## src/rtl/uart_rx_fsm.sv

```systemverilog
// UART receive frame controller: sequences start/data/parity/stop, deserialises the byte.
// Define UART_RX_START_CHECK_EN to drop start bits that resolve high (glitch rejection).
module uart_rx_fsm (
   input  logic       clk,
   input  logic       rst,
   input  logic       rx_in,
   input  logic [4:0] prescale,
   input  logic       par_en,
   input  logic       par_typ,
   input  logic [3:0] bit_cnt,
   input  logic [3:0] edge_cnt,
   input  logic       sampled_bit,
   output logic       cnt_en,
   output logic       cnt_rst,
   output logic       samp_en,
   output logic [7:0] p_data,
   output logic       data_valid,
   output logic       par_err,
   output logic       stp_err
);

   typedef enum logic [2:0] {
      StIdle   = 3'd0,
      StStart  = 3'd1,
      StData   = 3'd2,
      StParity = 3'd3,
      StStop   = 3'd4,
      StDone   = 3'd5
   } state_e;

   state_e     state_q, state_d;
   logic       par_en_q, par_en_d;
   logic       par_typ_q, par_typ_d;
   logic [7:0] shift_q, shift_d;
   logic [7:0] p_data_q, p_data_d;
   logic       par_flag_q, par_flag_d;
   logic       cnt_rst_q, cnt_rst_d;
   logic       data_valid_q, data_valid_d;
   logic       par_err_q, par_err_d;
   logic       stp_err_q, stp_err_d;
   logic       bit_done;
   logic       unused_prescale;

   // Only the low nibble is a legal ratio; the top bit is ignored.
   assign unused_prescale = prescale[4];
   assign bit_done        = (edge_cnt == prescale[3:0]);

   always_comb begin
      state_d      = state_q;
      par_en_d     = par_en_q;
      par_typ_d    = par_typ_q;
      shift_d      = shift_q;
      p_data_d     = p_data_q;
      par_flag_d   = par_flag_q;
      cnt_rst_d    = 1'b0;
      data_valid_d = 1'b0;
      par_err_d    = 1'b0;
      stp_err_d    = 1'b0;
      unique case (state_q)
         StIdle: begin
            if (!rx_in) begin
               state_d    = StStart;
               par_en_d   = par_en;
               par_typ_d  = par_typ;
               par_flag_d = 1'b0;
               cnt_rst_d  = 1'b1;
            end
         end
         StStart: begin
            if (bit_done) begin
`ifdef UART_RX_START_CHECK_EN
               state_d = sampled_bit ? StIdle : StData;
`else
               state_d = StData;
`endif
            end
         end
         StData: begin
            if (bit_done) begin
               shift_d = {sampled_bit, shift_q[7:1]};
               if (bit_cnt == 4'd8) begin
                  state_d = par_en_q ? StParity : StStop;
               end
            end
         end
         StParity: begin
            if (bit_done) begin
               par_flag_d = sampled_bit ^ (^shift_q) ^ par_typ_q;
               state_d    = StStop;
            end
         end
         StStop: begin
            // Pulses are registered here so they land exactly in the DONE cycle.
            if (bit_done) begin
               state_d      = StDone;
               p_data_d     = shift_q;
               par_err_d    = par_flag_q;
               stp_err_d    = ~sampled_bit;
               data_valid_d = ~par_flag_q & sampled_bit;
            end
         end
         StDone: begin
            state_d = StIdle;
         end
         default: begin
            state_d = StIdle;
         end
      endcase
   end

   always_ff @(posedge clk) begin
      if (rst) begin
         state_q      <= StIdle;
         par_en_q     <= 1'b0;
         par_typ_q    <= 1'b0;
         shift_q      <= 8'h00;
         p_data_q     <= 8'h00;
         par_flag_q   <= 1'b0;
         cnt_rst_q    <= 1'b0;
         data_valid_q <= 1'b0;
         par_err_q    <= 1'b0;
         stp_err_q    <= 1'b0;
      end else begin
         state_q      <= state_d;
         par_en_q     <= par_en_d;
         par_typ_q    <= par_typ_d;
         shift_q      <= shift_d;
         p_data_q     <= p_data_d;
         par_flag_q   <= par_flag_d;
         cnt_rst_q    <= cnt_rst_d;
         data_valid_q <= data_valid_d;
         par_err_q    <= par_err_d;
         stp_err_q    <= stp_err_d;
      end
   end

   assign cnt_en     = (state_q == StStart) || (state_q == StData) ||
                       (state_q == StParity) || (state_q == StStop);
   assign samp_en    = cnt_en;
   assign cnt_rst    = cnt_rst_q;
   assign p_data     = p_data_q;
   assign data_valid = data_valid_q;
   assign par_err    = par_err_q;
   assign stp_err    = stp_err_q;

endmodule

```

## config.mk

```make
export PLATFORM = sky130hd
export DESIGN_NAME = uart_rx_fsm
export DESIGN_NICKNAME = d
export VERILOG_FILES = /design/src/rtl/uart_rx_fsm.sv
export SDC_FILE = /design/constraint.sdc
export NUM_CORES = 1
export LEC_CHECK = 0
export BUFFER_PORTS_ARGS = -buffer_cell sky130_fd_sc_hd__buf_2
export CORE_MARGIN = 4
export CORE_UTILIZATION = 55
export CTS_BUF_LIST = sky130_fd_sc_hd__clkbuf_8
export CTS_CLUSTER_DIAMETER = 30
export DETAILED_ROUTE_END_ITERATION = 6
export GPL_TIMING_DRIVEN = 0
export PLACE_DENSITY_LB_ADDON = 0.1
export SKIP_CTS_REPAIR_TIMING = 1
export SYNTH_ARGS = -nofsm -noshare
export SYNTH_HDL_FRONTEND = slang
export SYNTH_SLANG_ARGS = --single-unit
```

## constraint.sdc

```tcl
create_clock -name clk -period 2.2 [get_ports clk]
set_input_delay 0.22 -clock clk [delete_from_list [all_inputs] [get_ports clk]]
set_output_delay 0.22 -clock clk [all_outputs]
set_load 0.005 [all_outputs]
```

== Word-level counts from Yosys, hierarchy flattened ==
Cells that the tools add are included.

* Bits in registers: 26
* Input bits: 19
* Logic and storage cells: 56

* Equality and inequality tests: 12
* Mux-type cells: 12
* Bitwise operators: 9
* Reductions and logical operators: 13

{| class="wikitable"
|+ Operators by type and width
! operator !! number
|-
| 3-bit 2-to-1 mux || 7
|-
| 3-bit one-hot mux with 5 select lines || 1
|-
| 2-bit inequality test, second input constant || 6
|-
| 8-bit XOR reduction || 1
|-
| 3-bit by 2-bit == test with 1-bit output, second input constant || 2
|-
| 1-bit NOT || 6
|-
| 2-bit AND reduction || 3
|-
| 6-bit AND reduction || 1
|-
| 4-bit == test || 1
|-
| 4-bit == test, second input constant || 1
|-
| 3-bit by 1-bit == test with 1-bit output, second input constant || 1
|-
| 3-bit == test, second input constant || 1
|-
| 3-bit logical NOT || 1
|-
| 1-bit logical OR || 3
|-
| 1-bit 2-to-1 mux || 3
|-
| 3-bit AND reduction || 1
|-
| 3-bit OR reduction || 1
|-
| 1-bit one-hot mux with 2 select lines || 1
|-
| 2-bit nonzero test || 1
|-
| 2-bit OR reduction || 1
|-
| 1-bit XOR || 2
|-
| 1-bit bitwise AND || 1
|}

== Depth between registers and ports, before layout ==
Gate-level depths: netlist (run 1).

* Depth after elaboration: 5
* Gate-level depth with buffers: 6

== Worst setup path after synthesis (run 1) ==
No wires, ideal clock.

* Path kind: register -> register
* Start: register state_q[0]
* End: register state_q[1]
* Setup time: 0.133 ns
* Arrival: 1.298 ns
* Setup slack: 0.769 ns
* Stages on the path, launching flop included: 7
* Buffers on the path: 1
* Cell sequence: dfxtp_1 -> buf_2 -> nor2_1 -> xor2_1 -> a2bb2oi_2 -> mux2i_1 -> a21oi_1

* Cells in the longest elaborated chain, start to end: 3
* Elaborated cells between the ends (all ways): 13
* Classes of those cells: 10 x eq/ne; 1 x mux; 2 x reduce/logical

{| class="wikitable"
|+ RTL lines
! what !! RTL line !! RTL
|-
| from (decl) || 31 || <nowiki>state_e state_q, state_d;</nowiki>
|-
| from (signal assigned) || 113 || <nowiki>state_q <= StIdle;</nowiki>
|-
| from (signal assigned) || 124 || <nowiki>state_q <= state_d;</nowiki>
|-
| 3-bit by 2-bit == test with 1-bit output, or another cell as far along || 59 || <nowiki>unique case (state_q)</nowiki>
|-
| 2-bit inequality test (no source line) || -- ||
|-
| 6-bit AND reduction (no source line) || -- ||
|}

Several ways; a longest one is shown, not always the timed one.
A chain may end at the register's enable or synchronous reset.

== Final worst setup path (run 1) ==
* Start: register state_q[1]
* End: output samp_en

* Cells in the longest elaborated chain, start to end: 4
* Elaborated cells between the ends (all ways): 7
* Classes of those cells: 4 x eq/ne; 3 x reduce/logical

{| class="wikitable"
|+ RTL lines
! what !! RTL line !! RTL
|-
| 3-bit by 1-bit == test with 1-bit output or 3-bit by 2-bit == test with 1-bit output (tied branches) || 137 || <nowiki>assign cnt_en = (state_q == StStart) || (state_q == StData) ||</nowiki>
|-
| 1-bit logical OR (2 in series) || 137 ||
|-
| 1-bit logical OR * || 138 || <nowiki>(state_q == StParity) || (state_q == StStop);</nowiki>
|-
| to (decl) || 15 || <nowiki>output logic samp_en,</nowiki>
|}

Every way passes the cells marked *; elsewhere a longest branch is shown, timed or not.

==> results of run 1 <==
-- critical path, cell delays in order, from the launching register on --
cell	delay, ps
dfxtp_1	300
buf_2	170
nor2_1	230
xor2_1	260
inv_1	80
buf_4	130
buf_2	110
-- area by class of cell --
type,count,area share
multi-input cells,83,0.4250
well taps,27,0.02356
clock inverters,1,0.02094
plain buffers,8,0.03141
clock buffers,3,0.02880
repair buffers,30,0.1047
inverters,1,0.002618
flip-flops and latches,26,0.3630
-- layer usage --
metal  global-route usage  vias to the layer above  share of wire
met5                    0                        -              0
met4              0.08714                        0          0.018
met3              0.03542                        5          0.058
met2               0.3048                       25           0.48
met1               0.1888                      399           0.44
li1                     -                      459              -
-- placed cells by master (no fill, tap or decap), drive strengths merged --
cell type	instances
a21oi	4
a2bb2oi	1
a32oi	1
buf	36
bufinv	1
clkbuf	5
dfxtp	26
inv	1
mux2	1
mux2i	18
nand2	7
nand2b	3
nand3	2
nand4b	1
nor2	23
nor2b	1
nor3	2
nor3b	2
nor4	2
nor4b	2
xnor2	6
xnor3	1
xor2	6
-- synthesized netlist by cell type (all sizes together) --
master,count,area share
a2bb2oi,1,0.013
nor4,2,0.023
dfxtp,26,0.44
nand4b,1,0.0074
xnor3,1,0.019
nor4b,2,0.028
buf,6,0.032
a32oi,1,0.0074
xor2,6,0.045
xnor2,6,0.045
inv,1,0.0032
a21oi,4,0.017
nor3,2,0.0085
mux2i,18,0.15
nor2,23,0.073
mux2,1,0.0096
nor3b,2,0.013
clkbuf,2,0.0064
nand2b,3,0.016
nand2,7,0.022
nor2b,1,0.0053
nand3,2,0.013
-- cell families after synthesis --
| logic type | count (synthesis) | synth area share |
|---|---|---|
| xor+xnor | 13 | 0.1083 |
| compound gates | 6 | 0.03715 |
| flops | 26 | 0.4416 |
| mux | 19 | 0.1624 |
| buf+inv | 9 | 0.04140 |
| simple gates | 45 | 0.2091 |
-- worst paths after layout --
path,slack (ps),cells after the start,startpoint,to
worst min-delay path,180,2,sampled_bit,stp_err
worst max-delay path,430,6,state_q[1],samp_en
worst max register to register,560,6,state_q[1],state_q[1]
worst min register to register,490,2,par_typ_q,par_typ_q
-- power groups by stage --
| stage | clock, mW | combinational (mW) | sequential, mW |
|---|---|---|---|
| final | 0.391 | 0.362 | 0.508 |
| after global routing | 0.416 | 0.398 | 0.511 |
| after CTS | 0.399 | 0.362 | 0.508 |
| after detailed placement | 0 | 0.356 | 0.519 |
| after global placement | 0 | 0.348 | 0.518 |
| after floorplan | 0 | 0.273 | 0.517 |
-- through the flow --
| stage | worst slack [ps] | power, mW | utilization | instance area [µm²] | hold slack [ps] |
|---|---|---|---|---|---|
| 2_1_floorplan | 769.1 | 0.7899 | - | 1179 | 299.3 |
| 3_3_place_gp | 552.9 | 0.8659 | 0.6806 | 1363 | 462.5 |
| 3_5_place_dp | 536.3 | 0.8752 | 0.6806 | 1363 | 464.8 |
| 4_1_cts | 432.9 | 1.269 | 0.7163 | 1434 | 170.0 |
| 5_1_grt | 371.6 | 1.325 | 0.7163 | 1434 | 183.4 |
| 6_report | 426.7 | 1.260 | 0.7163 | 1434 | 176.3 |
==> metrics.md, run 1 <==
| Metric | Value |
|---|---|
| Drt initial violations | 12 |
| Tot GR Track Use | 0.1707 |
| Core ar. | 0.002002 mm² |
| Drt pass-1 iters | 4 |
| Mean post-synth cell area | 9.988 µm² |
| Worst EP arrival | 1550 ps |
| CP startpoint kind | register |
| Skew final | 3.215 ps |
| TritonCTS sink count | 26 |
| LEAKAGE | 0.7354 nW |
| Max VDD drop | 0.5925 mV |
| CTS Buf Count | 3 |
| Clock power share | 0.310 |
| Max_slew headroom | 0.6635 |
| DRC viols | 0 |
| Reg area | 520.5 µm² |
| Finish-stage setup viols | 0 |
| First-pass GRT wire length | 3.560 mm |
| Type of element capturing the critical path | output pin |
| Die height | 54.29 µm |
| Synthesized area | 0.001179 mm² |
| Yosys warning total | 0 |
| Pwr per Cell Area | 878.7 mW/mm² |
| Synthesized net count | 137 |
| RePlAce Congestion | 0.7505 |
| Largest net degree at the start of global routing | 16 |
| Per-cell routed wire length | 12.28 µm |
| Max-slew violations | 0 |
| Crit share post-route | 0.8061 |
| Footprint of the multi-input gates | 609.3 µm² |
| Status | complete, no violations |
| Share of layout cells above drive strength 1 | 0.2895 |
| WL final | 2.199 mm |
| Cells after DPL | 175 |
| TritonCTS clock tree | done |
| Final-report hold violation count | 0 |
| Sequential share of power | 0.403 |
| Die area | 0.002947 mm² |
| Max FO, Critical Path | 10 |
| Site Rows | 16 |
| Sw Share | 0.2751 |
| P_int | 0.9133 mW |
| Antenna Nets Post-Route | 0 |
| Worst Path Required | 1980 ps |
| Io pins | 33 |
| Grt total ovfl | 0 |
| Vias in the first global route | 840 |
| Initial antenna violation count | 0 |
| Transition time of the tightest slew-check pin | 504.7 ps |
| Psw | 0.3466 mW |
| PortBufs | 30 |
| Clk buf depth | 2 |
| Total of max-cap violations | 0 |
| Worst-path clk slew | 90 ps |
| RSZ-0062 raised after global routing | false |
| Fin crit period | 1773 ps |
| Clock latency on the worst-skew pair | 270 ps |
| Final net count | 172 |
| Sequential fraction of the synthesis area | 0.4416 |
| Synth cell types | 28 |
| Crit path kind | register to output pin |
| Ant. Diodes | 0 |
| CTS Root Buffer Type | clkbuf_8 |
| Hold WC Path Type | input pin to register |
| Total negative slack | 0 ps |
| Fmax | 563.9 MHz |
| Vias per cell | 4.961 |
| Fill cell count | 161 |
| P&R area growth vs syn | 21.66% |
| Vias | 888 |
| Starting density of the core | 0.5887 |
| Logic gate share of total power | 0.287 |
| Htree depth | 1 |
| Fin cells | 179 |
| #FFs+latches synth | 26 |
| Die width | 54.29 µm |
| Gate Count Post-Synth | 118 |
| Detailed Place HPWL | 1.620 mm |
No activity file was read; power rests on OpenSTA's default activity.
==> run 2, diff against run 1 <==
--- a/config.mk
+++ b/config.mk
@@ -5,9 +5,10 @@
 export SDC_FILE = /design/constraint.sdc
 export NUM_CORES = 1
 export LEC_CHECK = 0
+export ABC_AREA = 1
 export BUFFER_PORTS_ARGS = -buffer_cell sky130_fd_sc_hd__buf_2
 export CORE_MARGIN = 4
-export CORE_UTILIZATION = 55
+export CORE_UTILIZATION = 54
 export CTS_BUF_LIST = sky130_fd_sc_hd__clkbuf_8
 export CTS_CLUSTER_DIAMETER = 30
 export DETAILED_ROUTE_END_ITERATION = 6
==> constraint.sdc (replaced) <==
create_clock -name clk -period 1.7 [get_ports clk]
set_input_delay 0.17 -clock clk [delete_from_list [all_inputs] [get_ports clk]]
set_output_delay 0.17 -clock clk [all_outputs]
set_load 0.005 [all_outputs]
==> run 2 against run 1 <==
  * Critical path depth stayed put
  * Area after synthesis is 9.6% higher
  * Final cell count is 43% higher
  * Clock-buffer cell count stayed put
  * Clock power is 29% higher
  * Highest routed layer unchanged
  * Sequential share of layout area is 2.8 points lower
  * Combinational power is 36% higher
  * Global-route usage is 2.4 points higher
  * Sequential power is 39% higher
  * Cell area is 8.3% higher
  * Worst hold slack worse by 70 ps
  * Core utilization is 2.8 points lower
==> metrics.md, run 2 <==
| Metric | Value |
|---|---|
| Register-to-Register Path Depth | 6 (unchanged) |
| Hold WC Path Type | input pin to register |
| Yosys warning total | 0 (unchanged) |
| Grt total ovfl | 0 (unchanged) |
| Hold_sp | sampled_bit |
| Met3 global-route usage | 0.04138 (+0.005957) |
| PortBufs | 31 (+3.3%) |
| RSZ-0062 raised after global routing | false |
| Detailed Place HPWL | 2.206 mm (+36%) |
| #FFs+latches synth | 26 (unchanged) |
| Finish-stage setup viols | 0 (unchanged) |
| Largest net degree at the start of global routing | 16 (unchanged) |
| First-pass GRT wire length | 5.064 mm (+42%) |
| Worst Path Required | 1530 ps (-450 ps) |
| Clk buf depth | 2 (unchanged) |
| CP startpoint kind | register |
| Most frequent cells in the layout | nand2_1 (61), buf_2 (32), dfxtp_1 (26), a21oi_1 (22), inv_1 (21) |
| Reg2reg end | shift_q[1] |
| Pwr per Cell Area | 1094 mW/mm² (+25%) |
| Most common cell in the netlist | nand2_1 |
| Core ar. | 0.002255 mm² (+13%) |
| Total of max-cap violations | 0 (unchanged) |
| RePlAce Congestion | 0.8624 (+15%) |
| Mean post-synth cell area | 6.690 µm² (-33%) |
| Worst R2R Setup Slack | 340 ps (-220 ps) |
| Met1 GRT Util | 0.2263 (+0.03748) |
| Final-report hold violation count | 0 (unchanged) |
| Met2 GRT Util | 0.3475 (+0.04269) |
| Status | complete, no violations |
| Sequential share of power | 0.415 (+0.012) |
| Drt pass-1 iters | 4 (unchanged) |
| LEAKAGE | 0.7609 nW (+3.5%) |
| Crit path kind | register to output pin |
| Synth area leaders | dfxtp_1 (40%), nand2_1 (18%), a21oi_1 (8.5%) |
| Total negative slack | 0 ps (unchanged) |
| EDFF count, synth | 0 (unchanged) |
| Share of layout cells above drive strength 1 | 0.2105 (-0.07895) |
| Synth top area share | 0.4031 (-0.03851) |
| Htree depth | 1 (unchanged) |
| Type of element capturing the critical path | output pin |
| WHS | 106.4 ps (-69.93 ps) |
| Synth cell types | 20 (-29%) |
| Vias in the first global route | 1,245 (+48%) |
| Worst reg2reg startpoint | state_q[1] |
| Logic gate share of total power | 0.289 (+0.002) |
| Synthesized area | 0.001291 mm² (+9.6%) |
| Ant. Diodes | 0 (unchanged) |
| Crit share post-route | 0.8750 |
| Synth cell count leaders | nand2_1 (61), dfxtp_1 (26), a21oi_1 (22), inv_1 (21), nand3_1 (19) |
| Initial antenna violation count | 0 (unchanged) |
| CTS Buf Count | 3 (unchanged) |
| Max-slew violations | 0 (unchanged) |
| Synth area leader | dfxtp_1 |
| Psw | 0.5268 mW (+52%) |
| Synthesized net count | 212 (+55%) |
| TritonCTS clock tree | done |
| Main synth FF type | dfxtp_1 |
| Vias | 1,314 (+48%) |
| Worst-path clk slew | 90 ps (about the same) |
| CTS Root Buffer Type | clkbuf_8 |
| TritonCTS sink count | 26 (unchanged) |
| P&R area growth vs syn | 20.25% |
| Sw Share | 0.3100 (+0.03487) |
| Gr busiest metal | met2 |
| DRC viols | 0 (unchanged) |
| Leading cell type in the layout, fill and taps excluded | nand2_1 |
| Die area | 0.003238 mm² (+9.8%) |
| WL final | 2.901 mm (+32%) |
| FFs w/ async S/R, synth | 0 (unchanged) |
| Gate Count Post-Synth | 193 (+64%) |
| Clock latency on the worst-skew pair | 270 ps (about the same) |
| Site Rows | 17 (+1) |
| Transition time of the tightest slew-check pin | 454.5 ps (-50.15 ps) |
| Die height | 56.90 µm (+4.8%) |
| Tot GR Track Use | 0.1945 (+0.02378) |
| Sequential fraction of the synthesis area | 0.4031 (-0.03851) |
| Drt initial violations | 50 (+38) |
| Max FO, Critical Path | 4 (-6) |
| Clock power share | 0.296 (-0.014) |
| Fmax | 672.2 MHz |
| Max VDD drop | 0.7422 mV (+25%) |
| Die width | 56.90 µm (+4.8%) |
| Worst Hold Depth | 2 (unchanged) |
| Worst EP arrival | 1320 ps (-230 ps) |
| Vias per cell | 5.133 (+3.5%) |
| Final net count | 248 (+44%) |
| Skew final | 2.444 ps (-0.7706 ps) |
| P_int | 1.173 mW (+28%) |
| Fin crit period | 1488 ps |
| Antenna Nets Post-Route | 0 (unchanged) |
| Starting density of the core | 0.5727 (-0.01605) |
| Io pins | 33 (unchanged) |
| Per-cell routed wire length | 11.33 µm (-7.8%) |
| Worst Hold Path EP | stp_err |
| Max_slew headroom | 0.6970 (+0.03344) |
[run 2: logic make-up after synthesis]
group | after synthesis | share of synthesized area
xor+xnor | 4 | 0.02713
compound gates | 34 | 0.1405
buf+inv | 27 | 0.09398
simple gates | 102 | 0.3353
flops | 26 | 0.4031
[run 2: worst max path at each step]
stage | from | to | slack, ps | cells after the start
finish | state_q[0] | samp_en | 210 | 6
global route | state_q[0] | samp_en | 90 | 6
CTS | state_q[0] | samp_en | 210 | 6
detailed placement | prescale[0] | shift_q[1] | 330 | 8
global placement | prescale[3] | shift_q[4] | 370 | 8
floorplan | state_q[0] | state_q[0] | 540 | 8
[run 2: metal layers]
layer	share of wire	up-vias
li1	-	681
met1	0.41	574
met2	0.49	55
met3	0.086	4
met4	0.016	0
met5	0	-
[run 2: worst max-delay path, cell delays in order, from the launching register on]
cell,delay [ps]
dfxtp_1,350
nor2_2,180
inv_1,80
nand2_1,80
nand2_1,110
buf_4,150
buf_2,110
[run 2: stage by stage]
| step | area [µm²] | cells | util | setup WS, ps | total power [mW] |
|---|---|---|---|---|---|
| after floorplan | 1291 | 193 | - | 541.7 | 1.072 |
| after global routing | 1553 | 256 | 0.6887 | 94.85 | 1.822 |
| after CTS | 1553 | 256 | 0.6887 | 209.8 | 1.713 |
| after detailed placement | 1481 | 252 | 0.6570 | 333.4 | 1.212 |
| final | 1553 | 256 | 0.6887 | 212.5 | 1.699 |
| after global placement | 1481 | 252 | 0.6570 | 371.4 | 1.194 |
[run 2: final cells by class]
type                       instances  area, µm²
multi-input combinational        140      649.4
buffer                             5      38.79
clock buffer                       3      41.29
sequential                        26      520.5
timing repair buffer              31      155.1
fill                             214      701.9
clock inverter                     1      30.03
tap                               28      35.03
inverter                          22      82.58
[run 2: power by group through the flow]
stage                     combinational (mW)  clock [mW]  sequential [mW]
final                                  0.491       0.503            0.705
after global routing                   0.562       0.547            0.714
after CTS                              0.494       0.514            0.706
after detailed placement               0.493           0            0.719
after global placement                 0.478           0            0.716
after floorplan                        0.360           0            0.712
==> run 3, diff against run 2 <==
--- a/config.mk
+++ b/config.mk
@@ -7,8 +7,10 @@
 export LEC_CHECK = 0
 export ABC_AREA = 1
 export BUFFER_PORTS_ARGS = -buffer_cell sky130_fd_sc_hd__buf_2
+export CELL_PAD_IN_SITES_DETAIL_PLACEMENT = 0
+export CELL_PAD_IN_SITES_GLOBAL_PLACEMENT = 2
 export CORE_MARGIN = 4
-export CORE_UTILIZATION = 54
+export CORE_UTILIZATION = 29
 export CTS_BUF_LIST = sky130_fd_sc_hd__clkbuf_8
 export CTS_CLUSTER_DIAMETER = 30
 export DETAILED_ROUTE_END_ITERATION = 6
==> run 3 against run 2 <==
  * Clock skew about the same
  * Routed wire length increased by 15%
  * Worst hold slack better by 11 ps
  * Final cell count rose by 9.4%
  * Sequential share of layout area shrank 0.29 points
  * Sequential power about the same
  * Maximum frequency decreased by 0.41%
  * Combinational power up 1%
  * Core utilization is 33 points lower
  * First-iteration DRC count increased by 24%
  * Non-clock buffer count is the same
  * Register-to-register slack is essentially flat
==> metrics.md, run 3 (synthesized netlist as in run 2, its figures left out) <==
| Metric | Value |
|---|---|
| PortBufs | 31 (unchanged) |
| Vias per cell | 4.657 (-9.3%) |
| Drt pass-1 iters | 4 (unchanged) |
| RePlAce Congestion | 0.7995 (-7.3%) |
| TritonCTS clock tree | done |
| Fill cell count | 472 (+120%) |
| Leading cell type in the layout, fill and taps excluded | nand2_1 |
| Drt initial violations | 62 (+24%) |
| Clk buf depth | 2 (unchanged) |
| Crit-path cells | nor2_2 > inv_1 > nand2_1 > nand2_1 > buf_4 > buf_2 |
| Worst R2R Setup Slack | 330 ps (about the same) |
| Per-cell routed wire length | 11.94 µm (+5.4%) |
| Fin crit period | 1494 ps (+6.197 ps) |
| Max_slew headroom | 0.6744 (-0.02256) |
| Crit share post-route | 0.8787 (+0.003645) |
| Worst reg2reg startpoint | state_q[2] |
| CP delay by family, top | simple AND/OR/NAND/NOR gates |
| Max FO, Critical Path | 4 (unchanged) |
| Starting density of the core | 0.2986 (-0.2741) |
| CP Capture Point | samp_en |
| Total of max-cap violations | 0 (unchanged) |
| CP startpoint kind | register |
| Vias in the first global route | 1,217 (-2.2%) |
| Most frequent cells in the layout | nand2_1 (61), buf_2 (32), dfxtp_1 (26), a21oi_1 (22), inv_1 (21) |
| Register-to-Register Path Depth | 7 (+1) |
| Skew final | 2.360 ps (-0.08429 ps) |
| Type of element capturing the critical path | output pin |
| Fin cells | 280 (+9.4%) |
| Antenna Nets Post-Route | 0 (unchanged) |
| CP most frequent cell | nand2_1 |
| Clock latency on the worst-skew pair | 270 ps (about the same) |
| Transition time of the tightest slew-check pin | 488.4 ps (+33.85 ps) |
| WL final | 3.343 mm (+15%) |
| Worst EP arrival | 1320 ps (about the same) |
| Die width | 74.73 µm (+31%) |
| Reg2reg end | shift_q[3] |
| LEAKAGE | 0.7539 nW (-0.91%) |
| Ant. Diodes | 0 (unchanged) |
| Footprint of the multi-input gates | 649.4 µm² (unchanged) |
| Worst-path clk slew | 90 ps (about the same) |
| Crit path depth | 6 (unchanged) |
| Pwr per Cell Area | 1022 mW/mm² (-6.6%) |
| Critical path startpoint | state_q[0] |
| Total negative slack | 0 ps (unchanged) |
| Final-report hold violation count | 0 (unchanged) |
| RSZ-0062 raised after global routing | false |
| Io pins | 33 (unchanged) |
| Largest net degree at the start of global routing | 15 (-1) |
| First-pass GRT wire length | 5.388 mm (+6.4%) |
| Detailed Place HPWL | 2.568 mm (+16%) |
| Die area | 0.005584 mm² (+72%) |
| DRC viols | 0 (unchanged) |
| P&R area growth vs syn | 21.32% |
| Fmax | 669.5 MHz (-0.41%) |
| CTS Buf Count | 3 (unchanged) |
| Tot GR Track Use | 0.1294 (-0.06503) |
| Core ar. | 0.004324 mm² (+92%) |
| TritonCTS sink count | 26 (unchanged) |
| Grt total ovfl | 0 (unchanged) |
| Site Rows | 24 (+7) |
| Max-slew violations | 0 (unchanged) |
| Worst path slowest cell | dfxtp_1 |
| Crit path kind | register to output pin |
| Die height | 74.73 µm (+31%) |
| Hold WC Path Type | input pin to register |
| Final net count | 248 (unchanged) |
| Reg area | 520.5 µm² (unchanged) |
| Share of layout cells above drive strength 1 | 0.2105 (unchanged) |
| WHS | 117.0 ps (+10.67 ps) |
| Slowest Stage Delay on Critical Path | 350 ps (about the same) |
| CTS Root Buffer Type | clkbuf_8 |
| Htree depth | 1 (unchanged) |
| Initial antenna violation count | 0 (unchanged) |
| Status | complete, no violations |
| Finish-stage setup viols | 0 (unchanged) |
| CP bufs+invs | 3 (unchanged) |
| Vias | 1,304 (-0.76%) |
| Cells after DPL | 276 (+9.5%) |
| Max VDD drop | 0.3778 mV (-49%) |
| Worst Path Required | 1530 ps (about the same) |
## run 3: metrics by stage
step	power, mW	util	area, µm²	worst slack [ps]
finish	1.601	0.3623	1567	206.3
global route	1.748	0.3623	1567	82.74
global placement	1.213	0.3495	1511	334.8
floorplan	1.072	-	1291	541.7
detailed placement	1.224	0.3495	1511	289.1
CTS	1.638	0.3623	1567	187.4
## run 3: worst register-to-register path, delay by kind of cell, from the launching register on
kind / cells / cell delay [ps]
simple gates: 4 / 540
buf+inv: 2 / 280
compound gates: 1 / 70
flops: 1 / 350
## run 3: worst min path at each step
stage	slack [ps]	depth (start not counted)	to	start
2_1_floorplan	240	1	stp_err	sampled_bit
3_3_place_gp	400	2	stp_err	sampled_bit
3_5_place_dp	400	2	stp_err	sampled_bit
4_1_cts	110	2	stp_err	sampled_bit
5_1_grt	110	2	stp_err	sampled_bit
6_report	120	2	stp_err	sampled_bit
## run 3: area by class of cell
cell class | count | area share
inverters | 22 | 0.05272
multi-input cells | 140 | 0.4145
plain buffers | 5 | 0.02476
repair buffers | 31 | 0.09904
flip-flops and latches | 26 | 0.3323
clock buffers | 4 | 0.03514
well taps | 52 | 0.04153
## run 3: report_power, final
group | internal, mW | total, mW | switching [mW]
logic | 0.196 | 0.498 | 0.302
registers | 0.662 | 0.707 | 0.0448
clock network | 0.207 | 0.396 | 0.189
## run 3: layer usage
| metal | part of all wire | track usage | wire length (µm) |
|---|---|---|---|
| met4 | 0.023 | 0.05929 | 76 |
| met5 | 0 | 0 | 0 |
| met1 | 0.45 | 0.1474 | 1503 |
| met2 | 0.48 | 0.2234 | 1616 |
| met3 | 0.044 | 0.03738 | 146 |
